`src/rtl/mem_map_pkg.sv`:
```
// Memory map shared by the CPU data-side logic: region bases, IO registers,
// DMA register addresses, DMA control bit positions and DMA state encoding.
package mem_map_pkg;

    localparam logic [15:0] TILEMAP_START     = 16'hC000;
    localparam logic [15:0] FRAMEBUFFER_START = 16'hE000;
    localparam logic [15:0] IO_START          = 16'hF000;

    localparam logic [15:0] PS2_REG     = 16'hFFF0;
    localparam logic [15:0] VSCROLL_REG = 16'hFFF1;
    localparam logic [15:0] HSCROLL_REG = 16'hFFF2;
    localparam logic [15:0] SCALE_REG   = 16'hFFF3;

    localparam logic [15:0] DMA_SRC_REG  = 16'hFFF8;
    localparam logic [15:0] DMA_DST_REG  = 16'hFFF9;
    localparam logic [15:0] DMA_LEN_REG  = 16'hFFFA;
    localparam logic [15:0] DMA_CTRL_REG = 16'hFFFB;

    localparam int CTRL_START_BIT = 0;
    localparam int CTRL_FILL_BIT  = 1;
    localparam int CTRL_ABORT_BIT = 2;

    typedef logic [1:0] dma_state_t;
    localparam dma_state_t ST_IDLE  = 2'd0;
    localparam dma_state_t ST_RUN   = 2'd1;
    localparam dma_state_t ST_FLUSH = 2'd2;
    localparam dma_state_t ST_DONE  = 2'd3;

    // True when base..base+len-1 stays below the IO region (len must be non-zero).
    function automatic logic range_ok(input logic [15:0] base, input logic [15:0] len);
        logic [16:0] last;
        last = {1'b0, base} + {1'b0, len} - 17'd1;
        return last < {1'b0, IO_START};
    endfunction

endpackage

```
`src/rtl/dma_fifo.sv`:
```
// Read-data buffer between the memory read port and the DMA write side.
module dma_fifo #(
    parameter int DEPTH = 4,
    parameter int WIDTH = 16
) (
    input  logic                     clk,
    input  logic                     rst_n,
    input  logic                     clr,
    input  logic                     push,
    input  logic [WIDTH-1:0]         din,
    input  logic                     pop,
    output logic [WIDTH-1:0]         dout,
    output logic [$clog2(DEPTH):0]   count,
    output logic                     empty
);
    localparam int AW = $clog2(DEPTH);

    logic [WIDTH-1:0] mem [DEPTH];
    logic [AW-1:0]    wr_ptr;
    logic [AW-1:0]    rd_ptr;
    logic             do_push;
    logic             do_pop;

    assign empty   = (count == '0);
    assign do_pop  = pop && !empty;
    assign do_push = push && (count != (AW+1)'(DEPTH));
    assign dout    = mem[rd_ptr];

    always_ff @(posedge clk or negedge rst_n) begin
        if (!rst_n) begin
            wr_ptr <= '0;
            rd_ptr <= '0;
            count  <= '0;
            for (int i = 0; i < DEPTH; i++) mem[i] <= '0;
        end else if (clr) begin
            wr_ptr <= '0;
            rd_ptr <= '0;
            count  <= '0;
        end else begin
            if (do_push) begin
                mem[wr_ptr] <= din;
                wr_ptr      <= wr_ptr + 1'b1;
            end
            if (do_pop) rd_ptr <= rd_ptr + 1'b1;
            case ({do_push, do_pop})
                2'b10:   count <= count + 1'b1;
                2'b01:   count <= count - 1'b1;
                default: count <= count;
            endcase
        end
    end

endmodule

```
`src/rtl/mem_dma_arbiter.sv`:
```
// Shares memory read port 1 and the write port between the CPU and a copy/fill DMA.
// Fill mode exists only when DMA_FILL_EN is defined; otherwise every transfer is a copy.
//
// state    | meaning
// ---------+-----------------------------------------------------------
// ST_IDLE  | waiting for a CTRL write with start=1
// ST_RUN   | issuing reads into idle port-1 cycles, draining FIFO to dst
// ST_FLUSH | aborted: waiting for in-flight reads, FIFO held cleared
// ST_DONE  | single cycle, dma_done=1
module mem_dma_arbiter
    import mem_map_pkg::*;
#(
    parameter int RD_LAT     = 2,
    parameter int FIFO_DEPTH = 4
) (
    input  logic        clk,
    input  logic        rst_n,
    input  logic        cpu_ren,
    input  logic [15:0] cpu_raddr1,
    input  logic        cpu_wen,
    input  logic [15:0] cpu_waddr,
    input  logic [15:0] cpu_wdata,
    output logic        mem_ren,
    output logic [15:0] mem_raddr1,
    input  logic [15:0] mem_rdata1,
    output logic        mem_wen,
    output logic [15:0] mem_waddr,
    output logic [15:0] mem_wdata,
    output logic        dma_busy,
    output logic        dma_done,
    output logic        dma_err
);
    localparam int CW = $clog2(FIFO_DEPTH);

    dma_state_t        state;
    logic [15:0]       src_reg, dst_reg, len_reg;
    logic [15:0]       src_ptr, dst_ptr;
    logic [15:0]       rd_rem, wr_rem;
    logic [RD_LAT-1:0] tag_sr;
    logic [CW:0]       inflight;
    logic [CW:0]       fifo_count;
    logic [CW+1:0]     occupancy;
    logic [15:0]       fifo_dout;
    logic [15:0]       dma_wdata;
    logic              fifo_empty;
    logic              done_q;
    logic              busy, ctrl_wr, start_req, abort_req;
    logic              src_ok, start_ok, rd_allowed, wr_avail;
    logic              rd_issue, dma_wr, last_wr;

    assign busy      = (state != ST_IDLE);
    assign ctrl_wr   = cpu_wen && (cpu_waddr == DMA_CTRL_REG);
    assign start_req = ctrl_wr && cpu_wdata[CTRL_START_BIT] && !busy;
    assign abort_req = ctrl_wr && cpu_wdata[CTRL_ABORT_BIT];

`ifdef DMA_FILL_EN
    logic fill_mode;

    always_ff @(posedge clk or negedge rst_n) begin
        if (!rst_n)                          fill_mode <= 1'b0;
        else if (state == ST_IDLE && start_req) fill_mode <= cpu_wdata[CTRL_FILL_BIT];
    end

    // Fill source is a data value, so only copies need a legal source range.
    assign src_ok     = cpu_wdata[CTRL_FILL_BIT] || range_ok(src_reg, len_reg);
    assign rd_allowed = !fill_mode;
    assign wr_avail   = fill_mode ? (wr_rem != 16'd0) : !fifo_empty;
    assign dma_wdata  = fill_mode ? src_reg : fifo_dout;
`else
    assign src_ok     = range_ok(src_reg, len_reg);
    assign rd_allowed = 1'b1;
    assign wr_avail   = !fifo_empty;
    assign dma_wdata  = fifo_dout;
`endif

    assign start_ok = range_ok(dst_reg, len_reg) && src_ok;

    always_comb begin
        inflight = '0;
        for (int i = 0; i < RD_LAT; i++) inflight = inflight + (CW+1)'(tag_sr[i]);
    end

    // Reads already in the memory pipeline reserve FIFO space so pushes never overflow.
    assign occupancy = {1'b0, fifo_count} + {1'b0, inflight};
    assign rd_issue  = (state == ST_RUN) && rd_allowed && !cpu_ren && (rd_rem != 16'd0)
                       && (occupancy < (CW+2)'(FIFO_DEPTH));
    assign dma_wr    = (state == ST_RUN) && !cpu_wen && wr_avail;
    assign last_wr   = dma_wr && (wr_rem == 16'd1);

    dma_fifo #(.DEPTH(FIFO_DEPTH), .WIDTH(16)) u_fifo (
        .clk   (clk),
        .rst_n (rst_n),
        .clr   (state == ST_FLUSH),
        .push  (tag_sr[RD_LAT-1] && (state == ST_RUN)),
        .din   (mem_rdata1),
        .pop   (dma_wr),
        .dout  (fifo_dout),
        .count (fifo_count),
        .empty (fifo_empty)
    );

    always_ff @(posedge clk or negedge rst_n) begin
        if (!rst_n) begin
            state   <= ST_IDLE;
            src_reg <= '0;
            dst_reg <= '0;
            len_reg <= '0;
            src_ptr <= '0;
            dst_ptr <= '0;
            rd_rem  <= '0;
            wr_rem  <= '0;
            tag_sr  <= '0;
            done_q  <= 1'b0;
            dma_err <= 1'b0;
        end else begin
            done_q <= 1'b0;
            tag_sr <= (tag_sr << 1) | RD_LAT'(rd_issue);

            if (cpu_wen && !busy) begin
                case (cpu_waddr)
                    DMA_SRC_REG: src_reg <= cpu_wdata;
                    DMA_DST_REG: dst_reg <= cpu_wdata;
                    DMA_LEN_REG: len_reg <= cpu_wdata;
                    default: ;
                endcase
            end

            if (rd_issue) begin
                src_ptr <= src_ptr + 16'd1;
                rd_rem  <= rd_rem - 16'd1;
            end
            if (dma_wr) begin
                dst_ptr <= dst_ptr + 16'd1;
                wr_rem  <= wr_rem - 16'd1;
            end

            case (state)
                ST_IDLE: begin
                    if (start_req) begin
                        if (len_reg == 16'd0) begin
                            done_q  <= 1'b1;
                            dma_err <= 1'b0;
                        end else if (!start_ok) begin
                            done_q  <= 1'b1;
                            dma_err <= 1'b1;
                        end else begin
                            state   <= ST_RUN;
                            dma_err <= 1'b0;
                            src_ptr <= src_reg;
                            dst_ptr <= dst_reg;
                            rd_rem  <= len_reg;
                            wr_rem  <= len_reg;
                        end
                    end
                end
                ST_RUN: begin
                    // Completing the last write takes precedence over a coincident abort.
                    if (last_wr) begin
                        state <= ST_DONE;
                    end else if (abort_req) begin
                        state   <= ST_FLUSH;
                        dma_err <= 1'b1;
                    end
                end
                ST_FLUSH: if (inflight == '0) state <= ST_DONE;
                default:  state <= ST_IDLE;
            endcase
        end
    end

    assign dma_busy   = busy;
    assign dma_done   = done_q || (state == ST_DONE);
    assign mem_ren    = cpu_ren;
    assign mem_raddr1 = cpu_ren ? cpu_raddr1 : src_ptr;
    assign mem_wen    = cpu_wen || dma_wr;
    assign mem_waddr  = cpu_wen ? cpu_waddr : dst_ptr;
    assign mem_wdata  = cpu_wen ? cpu_wdata : dma_wdata;

endmodule

```
`config.mk`:
```
export PLATFORM = sky130hd
export DESIGN_NAME = mem_dma_arbiter
export DESIGN_NICKNAME = d
export VERILOG_FILES = /design/src/rtl/mem_map_pkg.sv /design/src/rtl/dma_fifo.sv /design/src/rtl/mem_dma_arbiter.sv
export SDC_FILE = /design/constraint.sdc
export NUM_CORES = 1
export LEC_CHECK = 0
export CAP_MARGIN = 20
export CORE_MARGIN = 3
export CORE_UTILIZATION = 30
export DETAILED_ROUTE_END_ITERATION = 6
export GPL_TIMING_DRIVEN = 0
export SETUP_SLACK_MARGIN = 0.4
export SYNTH_ARGS = -nofsm -noshare
export SYNTH_HDL_FRONTEND = slang
export SYNTH_SLANG_ARGS = --single-unit
```
`constraint.sdc`:
```
create_clock -name clk -period 4.1 [get_ports clk]
set_clock_uncertainty 0.05 [all_clocks]
set_input_delay 0.82 -clock clk [delete_from_list [all_inputs] [get_ports clk]]
set_output_delay 0.82 -clock clk [all_outputs]
set_load 0.005 [all_outputs]
```
# Word level (Yosys, flattened, before mapping)
# Cells that the tools add are included.
# word_totals
out_inout_bits	53
inputBits	68
elab_cells	149
register_bits	189
# classes
n_reduce_logical	38
n_lt_le_gt_ge	6
muxes	51
bitwise	4
addsub	14
eq_ne	18
# op_table
cell	count
$mux 16	26
$bwmux 64	1
$eq 16x16->1 const B	4
$add 16x16->17	2
$lt 17x16->1 const B	2
$sub 17x1->17 const B	2
$add 16x1->16 const B	2
$bmux 16 s2	1
$demux 16 s2	1
$sub 16x1->16 const B	2
$mux 2	10
$eq 16x1->1 const B	1
$logic_and 1x1->1	16
$logic_not 16->1	1
$reduce_bool 16->1	1
$ne 2x2->1 const B	6
$mux 1	8
$reduce_and 2->1	4
$reduce_bool 2->1	4
$eq 2x2->1 const B	3
$ge 3x3->1 const B	2
$logic_not 3->1	2
$ne 3x3->1 const B	2
$not 2->3	2
20 further kinds	26

# Logic depth before layout (Yosys ltp)
# Gate-level depths: netlist of the first run.
# depth
ltp_word	9
ltp_mapped	15

# Modules after synthesis
# A second synthesis of the first run with hierarchy kept.
# hier_totals
cells_unflattened	1037
area_unflattened_um2	11627.4
# modules_own_cells
mod	area_each_um2	cells_per_inst	instances
mem_dma_arbiter	8154.1	820	1
dma_fifo	3473.3	217	1

# Worst setup path before layout of the first run
# No wires, ideal clock.
# synth_timing
path_kind	register to register
from	reg len_reg[11]
to	reg state[0]
arrival_ps	2933
t_required_ps	3922
path_stages_with_launch	13
setup_ps	128
path_buffers	0
path_slack_ps	990
period_less_slack_ps	3110
cell_sequence	dfrtp_1 inv_1 ha_1 inv_1 ha_1 and4_1 a21oi_1 or2_1 o31ai_1 xnor2_2 nand3_2 a2111oi_4 mux2_1
# synth_via
elab_chain_len	6
elab_cells_between_ends	11
cone_classes	add/sub: 4; order compare: 2; eq/ne: 2; reduce/logical: 3
# synth_rtl
element	line_no	text
start: declaration	mem_dma_arbiter.sv:36	logic [15:0] src_reg, dst_reg, len_reg;
start signal: assignment	mem_dma_arbiter.sv:123	DMA_LEN_REG: len_reg <= cpu_wdata;
$add 16x16->17	mem_map_pkg.sv:32	last = {1'b0, base} + {1'b0, len} - 17'd1;
$sub 17x1->17	mem_map_pkg.sv:32	
$lt 17x16->1	mem_map_pkg.sv:33	return last < {1'b0, IO_START};
$logic_and 1x1->1	mem_dma_arbiter.sv:76	assign start_ok = range_ok(dst_reg, len_reg) && src_ok;
$ne 2x2->1 (no source line)	--	
$reduce_and 5->1 (no source line) (*)	--	
end signal: assignment	mem_dma_arbiter.sv:104	state <= ST_IDLE;
end signal: assignment	mem_dma_arbiter.sv:147	state <= ST_RUN;
end signal: assignment	mem_dma_arbiter.sv:159	state <= ST_DONE;
end: declaration	mem_dma_arbiter.sv:35	dma_state_t state;
# Every way passes the cells marked *; elsewhere a longest branch is shown, timed or not.
# A chain may end at the register's enable or synchronous reset.

# Worst setup path in the final report of the first run
# layout_timing
from	in cpu_wen
to	out mem_waddr[3]
# layout_via
elab_chain_len	1
# layout_rtl
element	line_no	text
start: declaration	mem_dma_arbiter.sv:20	input logic cpu_wen,
$mux 16	mem_dma_arbiter.sv:176	assign mem_waddr = cpu_wen ? cpu_waddr : dst_ptr;
end: declaration	mem_dma_arbiter.sv:27	output logic [15:0] mem_waddr,
# Every way passes these cells.

==> Implementation_results.wiki, run 1 <==
{| class="wikitable"
! Metric !! Value
|-
| Routed vias || 8200
|-
| Ranking of synthesized cells by area || sky130_fd_sc_hd__dfrtp_1 43%, sky130_fd_sc_hd__mux2_2 15%, sky130_fd_sc_hd__ha_1 8.6%
|-
| Tightest slew margin relative to the limit || 0.4569
|-
| Internal || 2.886 mW
|-
| Kind of end point of the critical path || primary output
|-
| CTS clk-pin slew, worst paths || around 0.08 ns
|-
| Remaining global-route overflow || 0
|-
| Placement-stage cell area || 12860 µm²
|-
| H-tree Lvls || 4
|-
| Total CTS buffers || 17
|-
| Cells along the critical path || clkdlybuf4s50_1 -> clkbuf_2 -> clkbuf_4 -> mux2_2 -> clkdlybuf4s50_1
|-
| Area occupied by multi-input gates || 5744 µm²
|-
| Layout-stage area growth over the synthesis result || 22.66%
|-
| Switching power as a share of total power || 0.2487
|-
| Most frequently used cell type in the post-synthesis netlist || sky130_fd_sc_hd__dfrtp_1
|-
| Leak || roughly 6.5 nW
|-
| Filler Cells Inserted || roughly 3600
|-
| Startpoint types || input pin
|-
| Final Net Count || 1338
|-
| Ratio of total power to cell area || approximately 280 nW/µm²
|-
| Combinational family with the most area after synthesis || multiplexers
|-
| Endpoint required time on the critical path || 3.23 ns
|-
| Routed wire length per instance || roughly 18 µm
|-
| Sequential cell area || 4733 µm²
|-
| Flip-flop count of the largest register after layout || 64
|-
| Cell at the slowest stage of the critical path || sky130_fd_sc_hd__clkdlybuf4s50_1
|-
| Sequential Power Share || 0.487
|-
| CTS tree || done
|-
| Count of buffers from port buffering || approximately 120
|-
| Final weighted congestion of routability-driven global placement || 0.8719
|-
| Clk network pwr share || 0.443
|-
| Met3 track utilization from global routing || 0.02842
|-
| Total nets after synthesis || 1197
|-
| Clock root buffer || sky130_fd_sc_hd__clkbuf_16
|-
| Net Switching || 0.9553 mW
|-
| Unrepaired setup endpoints after global routing || no
|-
| Wire length of the first global-routing pass || 47270 µm
|-
| WHS || 0.3653 ns
|-
| Total iterations of the first detailed-routing run || 4
|-
| Sequential share of the synthesized area || 0.4277
|-
| Proportion of layout cells with a drive suffix above 1 || 0.1998
|-
| Hold Vio Cnt, Final || 0
|-
| Mean Syn Cell Area || roughly 11 µm²
|-
| Run status || complete, no violations
|-
| Die Width || 198.0 µm
|-
| Std-Cell Core Area || 35910 µm²
|-
| Max Clk Rate || between 200 and 300 MHz
|-
| XOR/XNOR share of the synthesized area || 0.05375
|-
| Crit path kind || in -> out
|-
| CP Data Arrival Time || 2.77 ns
|-
| Count of pins over their slew limit || 0
|-
| Worst Max-Slew Pin Slew || just over 0.8 ns
|-
| Critical Path Max Stage Delay || approximately 0.5 ns
|-
| Arithmetic-cell share of the synthesized area counting full adders, half adders and majority gates || 0.08781
|-
| Portion of total power attributed to combinational logic || 0.070
|-
| Post-route DRC violation count || 0
|-
| Top-area cell type share of the netlist area || 0.4277
|-
| Number of different library cells in the post-synthesis netlist || 67
|-
| Worst skew pair latency || between 0.4 and 0.5 ns
|-
| Starting density of the core || 0.3079
|-
| Global route hottest layer || met2
|-
| Number of max-cap violations || 0
|-
| Number of global-route vias before repair || 8537
|-
| Final period util || 0.8888
|-
| I/O pin count || 121
|-
| Overall routed net length || 29340 µm
|-
| All-layer global routing usage || 0.1555
|-
| Final instance area || between 10000 and 15000 µm²
|-
| Yosys synthesis warning count || 0
|-
| Cell mode on critical path || sky130_fd_sc_hd__clkdlybuf4s50_1
|-
| Met2 track demand over resource in global routing || 0.2511
|-
| Max VDD drop || 0.2189 mV
|-
| Number of clock sinks seen by CTS || approximately 190
|-
| Simple-gate share of the synthesized area || 0.1147
|-
| Starting DRC count in detailed routing || 410
|-
| Top cell type by total area after synthesis || sky130_fd_sc_hd__dfrtp_1
|-
| Maximum number of pins on one net before global-route repair || 104
|-
| Post-Synthesis Cell Area || 11060 µm²
|-
| DIE AREA || 39200 µm²
|-
| Most used standard cells in the synthesized netlist || 189 x sky130_fd_sc_hd__dfrtp_1, 143 x sky130_fd_sc_hd__mux2_2, 115 x sky130_fd_sc_hd__inv_1
|-
| Largest Register || u_fifo.mem
|-
| Number of endpoints failing setup at the final stage || 0
|-
| Class of the tightest hold or removal check || in -> async
|-
| Met1 GRT Util || 0.2120
|-
| Detailed placer's ending HPWL || 22610 µm
|-
| Post-synthesis async set-or-reset flop share || 1.000
|-
| Antenna viol nets, final || 0
|-
| Crit path time final || 3.644 ns
|-
| Compound-Gate Fraction of Synth Area || 0.07457
|-
| Initial antenna violation count || 3
|-
| Die Y-Extent || 198.0 µm
|-
| Cells after synthesis || 1052
|-
| Top_reg_cell synth || sky130_fd_sc_hd__dfrtp_1
|-
| Vias per cell || a little under 5
|-
| Maximum fanout encountered on the critical timing path || 10
|-
| # rows || 69
|-
| Seq cells post-synth || 189
|-
| Share of synthesized area spent on multiplexers || 0.1848
|-
| Maximum root-to-sink buffer count || 2
|-
| EDFF count, synth || 0
|}
[routing by layer]
layer	vias up	part of all wire
met4	2	0.026
met1	4058	0.46
li1	3909	-
met3	47	0.049
met5	-	0.00031
met2	184	0.46
[placed cells by master (no fill, tap or decap), drive strengths merged, types with 4 or more instances in the layout]
cell | Yosys | routed
ha | 76 | 76
nor4 | 13 | 13
and2 | 4 | 4
nand3 | 15 | 15
nor2b | 5 | 5
clkinv | 0 | 8
mux2i | 5 | 5
clkbuf | 16 | 38
nor2 | 89 | 89
xor2 | 28 | 28
a21o | 4 | 4
inv | 115 | 121
nand4 | 19 | 19
xnor2 | 39 | 39
and3 | 12 | 12
o31ai | 4 | 4
mux4 | 16 | 16
a21oi | 77 | 77
dfrtp | 189 | 189
a31oi | 6 | 6
o21ai | 29 | 29
clkdlybuf4s50 | 0 | 118
nand2 | 56 | 56
buf | 26 | 25
mux2 | 145 | 145
nor3 | 13 | 13
nand2b | 9 | 9
[critical path: cells and delay by family]
kind	cells	cell delay [ns]
buf+inv	4	1.56
mux	1	0.39
[final timing paths]
path / start / end / slack (ns) / cells after the start
min: rst_n / u_fifo.mem[49] / 0.37 / 1
min reg2reg: tag_sr[0] / tag_sr[1] / 0.38 / 0
max: cpu_wen / mem_waddr[3] / 0.46 / 5
max in group asynchronous: rst_n / len_reg[7] / 2.70 / 2
min in group clk: tag_sr[0] / tag_sr[1] / 0.38 / 0
max reg2reg: len_reg[7] / wr_rem[13] / 0.58 / 14
[per-stage QoR]
stage               setup TNS, ns  worst slack [ns]    util  total power, mW  std cells
detailed placement         -9.341           -0.2488  0.3580            2.177       1633
global route                    0            0.3872  0.3776            3.983       1668
global placement         -1134.39            -5.980  0.3571            2.174       1632
finish                          0            0.4561  0.3776            3.841       1668
CTS                             0            0.4165  0.3754            3.886       1665
floorplan                       0            0.9898       -            1.975       1052
[layout make-up]
class	count	area share
diodes	1	0.0001845
plain buffers	42	0.01679
clock buffers	17	0.03137
clock inverters	15	0.01338
inverters	115	0.03183
multi-input cells	706	0.4236
flip-flops and latches	189	0.3490
well taps	461	0.04253
repair buffers	122	0.09134
[logic make-up (layout without fill, tap and decap cells)]
logic type | after synthesis | in the layout
buf+inv | 157 | 311
flops | 189 | 189
compound gates | 141 | 141
xor+xnor | 67 | 67
simple gates | 255 | 255
mux | 166 | 166
fa+ha+maj | 77 | 77
other cells | 0 | 1
[timing repair]
action                     4_1_cts  5_1_grt
gates resized for setup         12       25
setup buffers                    0        2
hold buffers                     0        0
setup endpoints to repair       78       92
pin swaps                        0        4
[power groups by stage]
| stage | Combinational, mW | Sequential [mW] | Clock [mW] |
|---|---|---|---|
| floorplan | 0.0673 | 1.91 | 0 |
| global placement | 0.264 | 1.91 | 0 |
| detailed placement | 0.269 | 1.91 | 0 |
| CTS | 0.272 | 1.87 | 1.74 |
| global route | 0.293 | 1.87 | 1.82 |
| finish | 0.268 | 1.87 | 1.70 |
No activity file was read; power rests on OpenSTA's default activity.
==> run 2, diff against run 1 <==
--- a/config.mk
+++ b/config.mk
@@ -5,12 +5,11 @@
 export SDC_FILE = /design/constraint.sdc
 export NUM_CORES = 1
 export LEC_CHECK = 0
-export CAP_MARGIN = 20
 export CORE_MARGIN = 3
 export CORE_UTILIZATION = 30
 export DETAILED_ROUTE_END_ITERATION = 6
 export GPL_TIMING_DRIVEN = 0
-export SETUP_SLACK_MARGIN = 0.4
+export SETUP_SLACK_MARGIN = 0.1
 export SYNTH_ARGS = -nofsm -noshare
 export SYNTH_HDL_FRONTEND = slang
 export SYNTH_SLANG_ARGS = --single-unit
==> run 2 against run 1 <==
Combinational power down 2%. Maximum frequency down 4.3%. Global-route usage about the same. Critical path depth up 1. Flip-flop and latch count unchanged.
==> Implementation_results.wiki, run 2 (same netlist as run 1, synthesis figures left out) <==
{| class="wikitable"
! Metric !! Value
|-
| Run status || complete, no violations
|-
| Number of clock sinks seen by CTS || 189 (unchanged)
|-
| CTS tree || done
|-
| Leak || 6.414 nW (-0.62%)
|-
| Most frequent cells in the layout || 188 x sky130_fd_sc_hd__dfrtp_1, 143 x sky130_fd_sc_hd__mux2_2, 118 x sky130_fd_sc_hd__clkdlybuf4s50_1, 115 x sky130_fd_sc_hd__inv_1, 89 x sky130_fd_sc_hd__nor2_1
|-
| Routed vias || 8180 (-0.24%)
|-
| Starting DRC count in detailed routing || 461 (+12%)
|-
| Filler Cells Inserted || 3590 (+0.084%)
|-
| Most common cell after layout, fill and taps aside || sky130_fd_sc_hd__dfrtp_1
|-
| Sequential cell area || 4731 µm² (about the same)
|-
| Clock root buffer || sky130_fd_sc_hd__clkbuf_16
|-
| H-tree Lvls || 4 (unchanged)
|-
| Slack of the worst reg-to-reg path || 0.36 ns (-0.22 ns)
|-
| I/O pin count || 121 (unchanged)
|-
| Startpoint types || input pin
|-
| Post-Route Utilization || 0.3754 (-0.002230)
|-
| Die Y-Extent || 198.0 µm (unchanged)
|-
| Routed wire length per instance || 17.68 µm (+0.52%)
|-
| Total CTS buffers || 17 (unchanged)
|-
| Worst skew pair latency || 0.44 ns (about the same)
|-
| DIE AREA || 39200 µm² (unchanged)
|-
| Detailed placer's ending HPWL || 22610 µm (unchanged)
|-
| Overall routed net length || 29440 µm (+0.34%)
|-
| Proportion of layout cells with a drive suffix above 1 || 0.1895 (-0.01031)
|-
| Maximum root-to-sink buffer count || 2 (unchanged)
|-
| Post-route DRC violation count || 0 (unchanged)
|-
| Flip-flop count of the largest register after layout || 64 (unchanged)
|-
| Die Width || 198.0 µm (unchanged)
|-
| Maximum fanout encountered on the critical timing path || 10 (unchanged)
|-
| Largest Register || u_fifo.mem
|-
| Count of buffers from port buffering || 119 (unchanged)
|-
| Std-Cell Core Area || 35910 µm² (unchanged)
|-
| Class of the tightest hold or removal check || in -> async
|-
| Number of global-route vias before repair || 8523 (-0.16%)
|-
| Ratio of total power to cell area || 285.3 nW/µm² (+0.72%)
|-
| Initial antenna violation count || 3 (unchanged)
|-
| All-layer global routing usage || 0.1554 (about the same)
|-
| Max VDD drop || 0.2200 mV (+0.51%)
|-
| Post-Route Setup TNS || 0 ns (unchanged)
|-
| Remaining global-route overflow || 0 (unchanged)
|-
| Area occupied by multi-input gates || 5708 µm² (-0.63%)
|-
| Hold Vio Cnt, Final || 0 (unchanged)
|-
| Worst Max-Slew Pin Slew || 0.8139 ns (-0.0007007 ns)
|-
| Number of max-cap violations || 0 (unchanged)
|-
| Final weighted congestion of routability-driven global placement || 0.8719 (unchanged)
|-
| Max Clk Rate || 262.7 MHz (-4.3%)
|-
| Kind of end point of the critical path || primary output
|-
| CP Data Arrival Time || 2.94 ns (+0.17 ns)
|-
| Post CTS Setup Buffer Count || 0 (unchanged)
|-
| Crit path kind || in -> out
|-
| Wire length of the first global-routing pass || 47250 µm (about the same)
|-
| Number of endpoints failing setup at the final stage || 0 (unchanged)
|-
| Final Net Count || 1335 (-0.22%)
|-
| CTS clk-pin slew, worst paths || 0.08 ns (about the same)
|-
| Unrepaired setup endpoints after global routing || no
|-
| Crit path time final || 3.807 ns (+0.1628 ns)
|-
| Vias per cell || 4.913 (about the same)
|-
| Endpoint required time on the critical path || 3.23 ns (about the same)
|-
| Layout-stage area growth over the synthesis result || 21.93%
|-
| Tightest slew margin relative to the limit || 0.4574 (+0.0004670)
|-
| Cts hold-fix bufs || 0 (unchanged)
|-
| Antenna viol nets, final || 0 (unchanged)
|-
| Total iterations of the first detailed-routing run || 4 (unchanged)
|-
| Maximum number of pins on one net before global-route repair || 104 (unchanged)
|-
| # rows || 69 (unchanged)
|-
| Count of pins over their slew limit || 0 (unchanged)
|-
| Starting density of the core || 0.3079 (unchanged)
|-
| Final period util || 0.9285 (+0.03970)
|}
-- run 2: changes by cell type in the layout (fill, tap and decap cells not counted), sizes merged --
cell	delta
clkdlybuf4s15	+1
clkbuf	-4
-- run 2: what timing repair did --
action                     in CTS  in global routing
gates cloned                    0                  0
setup endpoints to repair      27                 28
resized for setup               3                  4
hold endpoints to repair        0                  0
-- run 2: final timing paths --
check,startpoint,to,depth (start not counted)
max,cpu_wen,mem_waddr[2],6
min,rst_n,u_fifo.mem[49],1
max reg2reg,len_reg[7],wr_rem[13],14
min reg2reg,tag_sr[0],tag_sr[1],0
max in group asynchronous,rst_n,src_ptr[8],2
min in group clk,tag_sr[0],tag_sr[1],0
-- run 2: through the flow --
step	area, µm²	setup WS (ns)	total power, mW	hold WS, ns	instances
after floorplan	11060	0.9898	1.975	0.3298	1052
after global placement	12820	-5.980	2.174	0.3548	1632
after detailed placement	12860	-0.2488	2.177	0.3641	1633
after CTS	13470	0.1127	3.885	0.3827	1664
after global routing	13480	0.1069	3.980	0.4109	1665
final	13480	0.2933	3.846	0.3639	1665
-- run 2: layer usage --
layer  GRT usage  share of wire
met3     0.02842          0.048
met2      0.2503           0.46
met1      0.2122           0.47
met4     0.05085          0.024
met5           0        0.00031
-- run 2: area by class of cell --
class / count / area share
multi-input combinational: 706 / 0.4234
sequential: 189 / 0.3509
timing repair buffer: 120 / 0.09077
tap: 461 / 0.04278
inverter: 115 / 0.03202
clock buffer: 17 / 0.03155
buffer: 41 / 0.01494
clock inverter: 15 / 0.01346
antenna: 1 / 0.0001856
-- run 2: power breakdown --
part	total (mW)	internal, mW	switching (mW)
combinational	0.263	0.141	0.122
sequential	1.87	1.87	0.00745
clock	1.71	0.877	0.832
total	3.85	2.88	0.962
-- run 2: critical path, cell delays in order --
cell                              delay (ns)
sky130_fd_sc_hd__clkdlybuf4s50_1        0.49
sky130_fd_sc_hd__clkbuf_2               0.29
sky130_fd_sc_hd__buf_1                  0.44
sky130_fd_sc_hd__nand2_1                0.22
sky130_fd_sc_hd__nand2_1                0.12
sky130_fd_sc_hd__clkdlybuf4s50_1        0.56
==> run 3, diff against run 2 <==
--- a/config.mk
+++ b/config.mk
@@ -6,9 +6,11 @@
 export NUM_CORES = 1
 export LEC_CHECK = 0
 export CORE_MARGIN = 3
-export CORE_UTILIZATION = 30
+export CORE_UTILIZATION = 57
 export DETAILED_ROUTE_END_ITERATION = 6
+export GPL_ROUTABILITY_DRIVEN = 0
 export GPL_TIMING_DRIVEN = 0
+export PLACE_DENSITY = 0.8
 export SETUP_SLACK_MARGIN = 0.1
 export SYNTH_ARGS = -nofsm -noshare
 export SYNTH_HDL_FRONTEND = slang
==> run 3 against run 2 <==
Via count increased by 2.5%. Worst setup slack got worse by 0.10 ns. Global-route usage increased by 11 points. Core utilization increased by 32 points. Register-to-register slack got worse by 0.03 ns. Routed wire length decreased by 6.9%. Critical path depth decreased by 1. Final cell count decreased by 12%. Maximum frequency decreased by 2.6%. Hold slack got worse by 0.040 ns.
==> Implementation_results.wiki, run 3 (same netlist as run 1, synthesis figures left out) <==
{| class="wikitable"
! Metric !! Value
|-
| Post CTS Setup Buffer Count || 0 (unchanged)
|-
| Worst skew pair latency || 0.44 ns (about the same)
|-
| Die Y-Extent || 145.3 µm (-27%)
|-
| Proportion of layout cells with a drive suffix above 1 || 0.1879 (-0.001663)
|-
| Post-route DRC violation count || 0 (unchanged)
|-
| Clock root buffer || sky130_fd_sc_hd__clkbuf_16
|-
| Leak || 6.404 nW (-0.16%)
|-
| Std-Cell Core Area || 18890 µm² (-47%)
|-
| Placement-stage cell area || 12610 µm² (-2.0%)
|-
| Starting density of the core || 0.5852 (+0.2774)
|-
| Remaining global-route overflow || 0 (unchanged)
|-
| Number of max-cap violations || 0 (unchanged)
|-
| I/O pin count || 121 (unchanged)
|-
| Wire length of the first global-routing pass || 44320 µm (-6.2%)
|-
| Antenna viol nets, final || 0 (unchanged)
|-
| Unrepaired setup endpoints after global routing || no
|-
| Initial antenna violation count || 0 (-3)
|-
| Setup Slack @ Placement || 0.004280 ns (+0.2530 ns)
|-
| Vias per cell || 5.730 (+17%)
|-
| Kind of end point of the critical path || primary output
|-
| Tightest slew margin relative to the limit || 0.4766 (+0.01926)
|-
| Overall routed net length || 27410 µm (-6.9%)
|-
| CTS tree || done
|-
| Routed wire length per instance || 18.74 µm (+6.0%)
|-
| Final Worst Setup Slack || 0.1925 ns (-0.1008 ns)
|-
| Final period util || 0.9530 (+0.02459)
|-
| Number of endpoints failing setup at the final stage || 0 (unchanged)
|-
| H-tree Lvls || 4 (unchanged)
|-
| Largest Register || u_fifo.mem
|-
| Worst Max-Slew Pin Slew || 0.7779 ns (-0.03606 ns)
|-
| Max VDD drop || 0.2921 mV (+33%)
|-
| Count of pins over their slew limit || 0 (unchanged)
|-
| Count of buffers from port buffering || 119 (unchanged)
|-
| Routed vias || 8383 (+2.5%)
|-
| Total iterations of the first detailed-routing run || 6 (+2)
|-
| Cell mode on critical path || sky130_fd_sc_hd__clkdlybuf4s50_1
|-
| Cts hold-fix bufs || 0 (unchanged)
|-
| Flip-flop count of the largest register after layout || 64 (unchanged)
|-
| Maximum fanout encountered on the critical timing path || 10 (unchanged)
|-
| Detailed placer's ending HPWL || 20460 µm (-9.5%)
|-
| Maximum number of pins on one net before global-route repair || 108 (+3.8%)
|-
| Endpoint required time on the critical path || 3.23 ns (about the same)
|-
| Class of the tightest hold or removal check || in -> async
|-
| Cell at the slowest stage of the critical path || sky130_fd_sc_hd__clkdlybuf4s50_1
|-
| Crit path kind || in -> out
|-
| Hold Vio Cnt, Final || 0 (unchanged)
|-
| Cells along the critical path || clkdlybuf4s50_1 -> clkbuf_1 -> buf_2 -> mux2_2 -> clkdlybuf4s50_1
|-
| Die Width || 145.3 µm (-27%)
|-
| Crit path time final || 3.907 ns (+0.1008 ns)
|-
| Final antenna diode count || 0 (-1)
|-
| Final instance area || 13200 µm² (-2.1%)
|-
| Number of clock sinks seen by CTS || 189 (unchanged)
|-
| # rows || 50 (-28%)
|-
| Total CTS buffers || 17 (unchanged)
|-
| Final Net Count || 1335 (unchanged)
|-
| Maximum root-to-sink buffer count || 2 (unchanged)
|-
| Startpoint types || input pin
|-
| Layout-stage area growth over the synthesis result || 19.42%
|-
| Most frequent cells in the layout || 189 x sky130_fd_sc_hd__dfrtp_1, 143 x sky130_fd_sc_hd__mux2_2, 118 x sky130_fd_sc_hd__clkdlybuf4s50_1, 115 x sky130_fd_sc_hd__inv_1, 89 x sky130_fd_sc_hd__nor2_1
|-
| Number of global-route vias before repair || 8513 (-0.12%)
|-
| DIE AREA || 21100 µm² (-46%)
|-
| All-layer global routing usage || 0.2621 (+0.1068)
|-
| CTS clk-pin slew, worst paths || 0.07 ns (about the same)
|-
| Max Clk Rate || 255.9 MHz (-2.6%)
|-
| Run status || complete, no violations
|-
| Ratio of total power to cell area || 289.0 nW/µm² (+1.3%)
|-
| Post-Route Utilization || 0.6989 (+0.3235)
|-
| Starting DRC count in detailed routing || 485 (+5.2%)
|-
| Most common cell after layout, fill and taps aside || sky130_fd_sc_hd__dfrtp_1
|-
| CP Data Arrival Time || 3.04 ns (+0.10 ns)
|-
| Critical Path Max Stage Delay || 0.55 ns (about the same)
|}
==> run 3: final cells by class <==
cell class                 count  area [µm²]
clock buffer                  17       425.4
timing repair buffer         120        1224
multi-input combinational    706        5702
clock inverter                15       171.4
inverter                     115       431.7
sequential                   189        4730
fill                        1431        5689
tap                          260       325.3
buffer                        41       195.2
==> run 3: worst max-delay path: cells and delay by family <==
kind	cells	cell delay, ns
mux	1	0.41
buf+inv	4	1.79
==> run 3: stage by stage <==
step / hold WS (ns) / cells / TNS (ns) / power, mW
2_1_floorplan: 0.3298 / 1052 / 0 / 1.975
3_3_place_gp: 0.3506 / 1431 / -1061.50 / 2.167
3_5_place_dp: 0.3597 / 1432 / 0 / 2.170
4_1_cts: 0.3431 / 1463 / 0 / 3.834
5_1_grt: 0.3652 / 1463 / 0 / 3.933
6_report: 0.3236 / 1463 / 0 / 3.815
==> run 3: where the power goes <==
group	total [mW]	internal, mW	switching (mW)
sequential	1.87	1.87	0.00727
combinational	0.261	0.141	0.120
clock	1.68	0.872	0.809
total	3.82	2.88	0.936
==> run 3: what timing repair did <==
action | CTS | global route
setup endpoints to repair | 21 | 6
resized for setup | 3 | 1
gates cloned | 0 | 0
==> run 3: final timing paths <==
check	to	cells after the start	from	slack, ns
max	mem_wdata[8]	5	cpu_wen	0.19
min	rd_rem[12]	1	rst_n	0.32
max reg2reg	wr_rem[13]	14	len_reg[7]	0.33
min reg2reg	tag_sr[1]	0	tag_sr[0]	0.37
max in group asynchronous	u_fifo.mem[56]	2	rst_n	2.74
min in group clk	tag_sr[1]	0	tag_sr[0]	0.37
==> run 3: per-layer routing <==
layer  up-vias  global-route usage  routed length, µm
met5         -                   0                  0
met4         0             0.08452                769
met3        54             0.04591               1862
met2       322              0.4429              13330
met1      4107              0.3454              11450
li1       3900                   -                  -
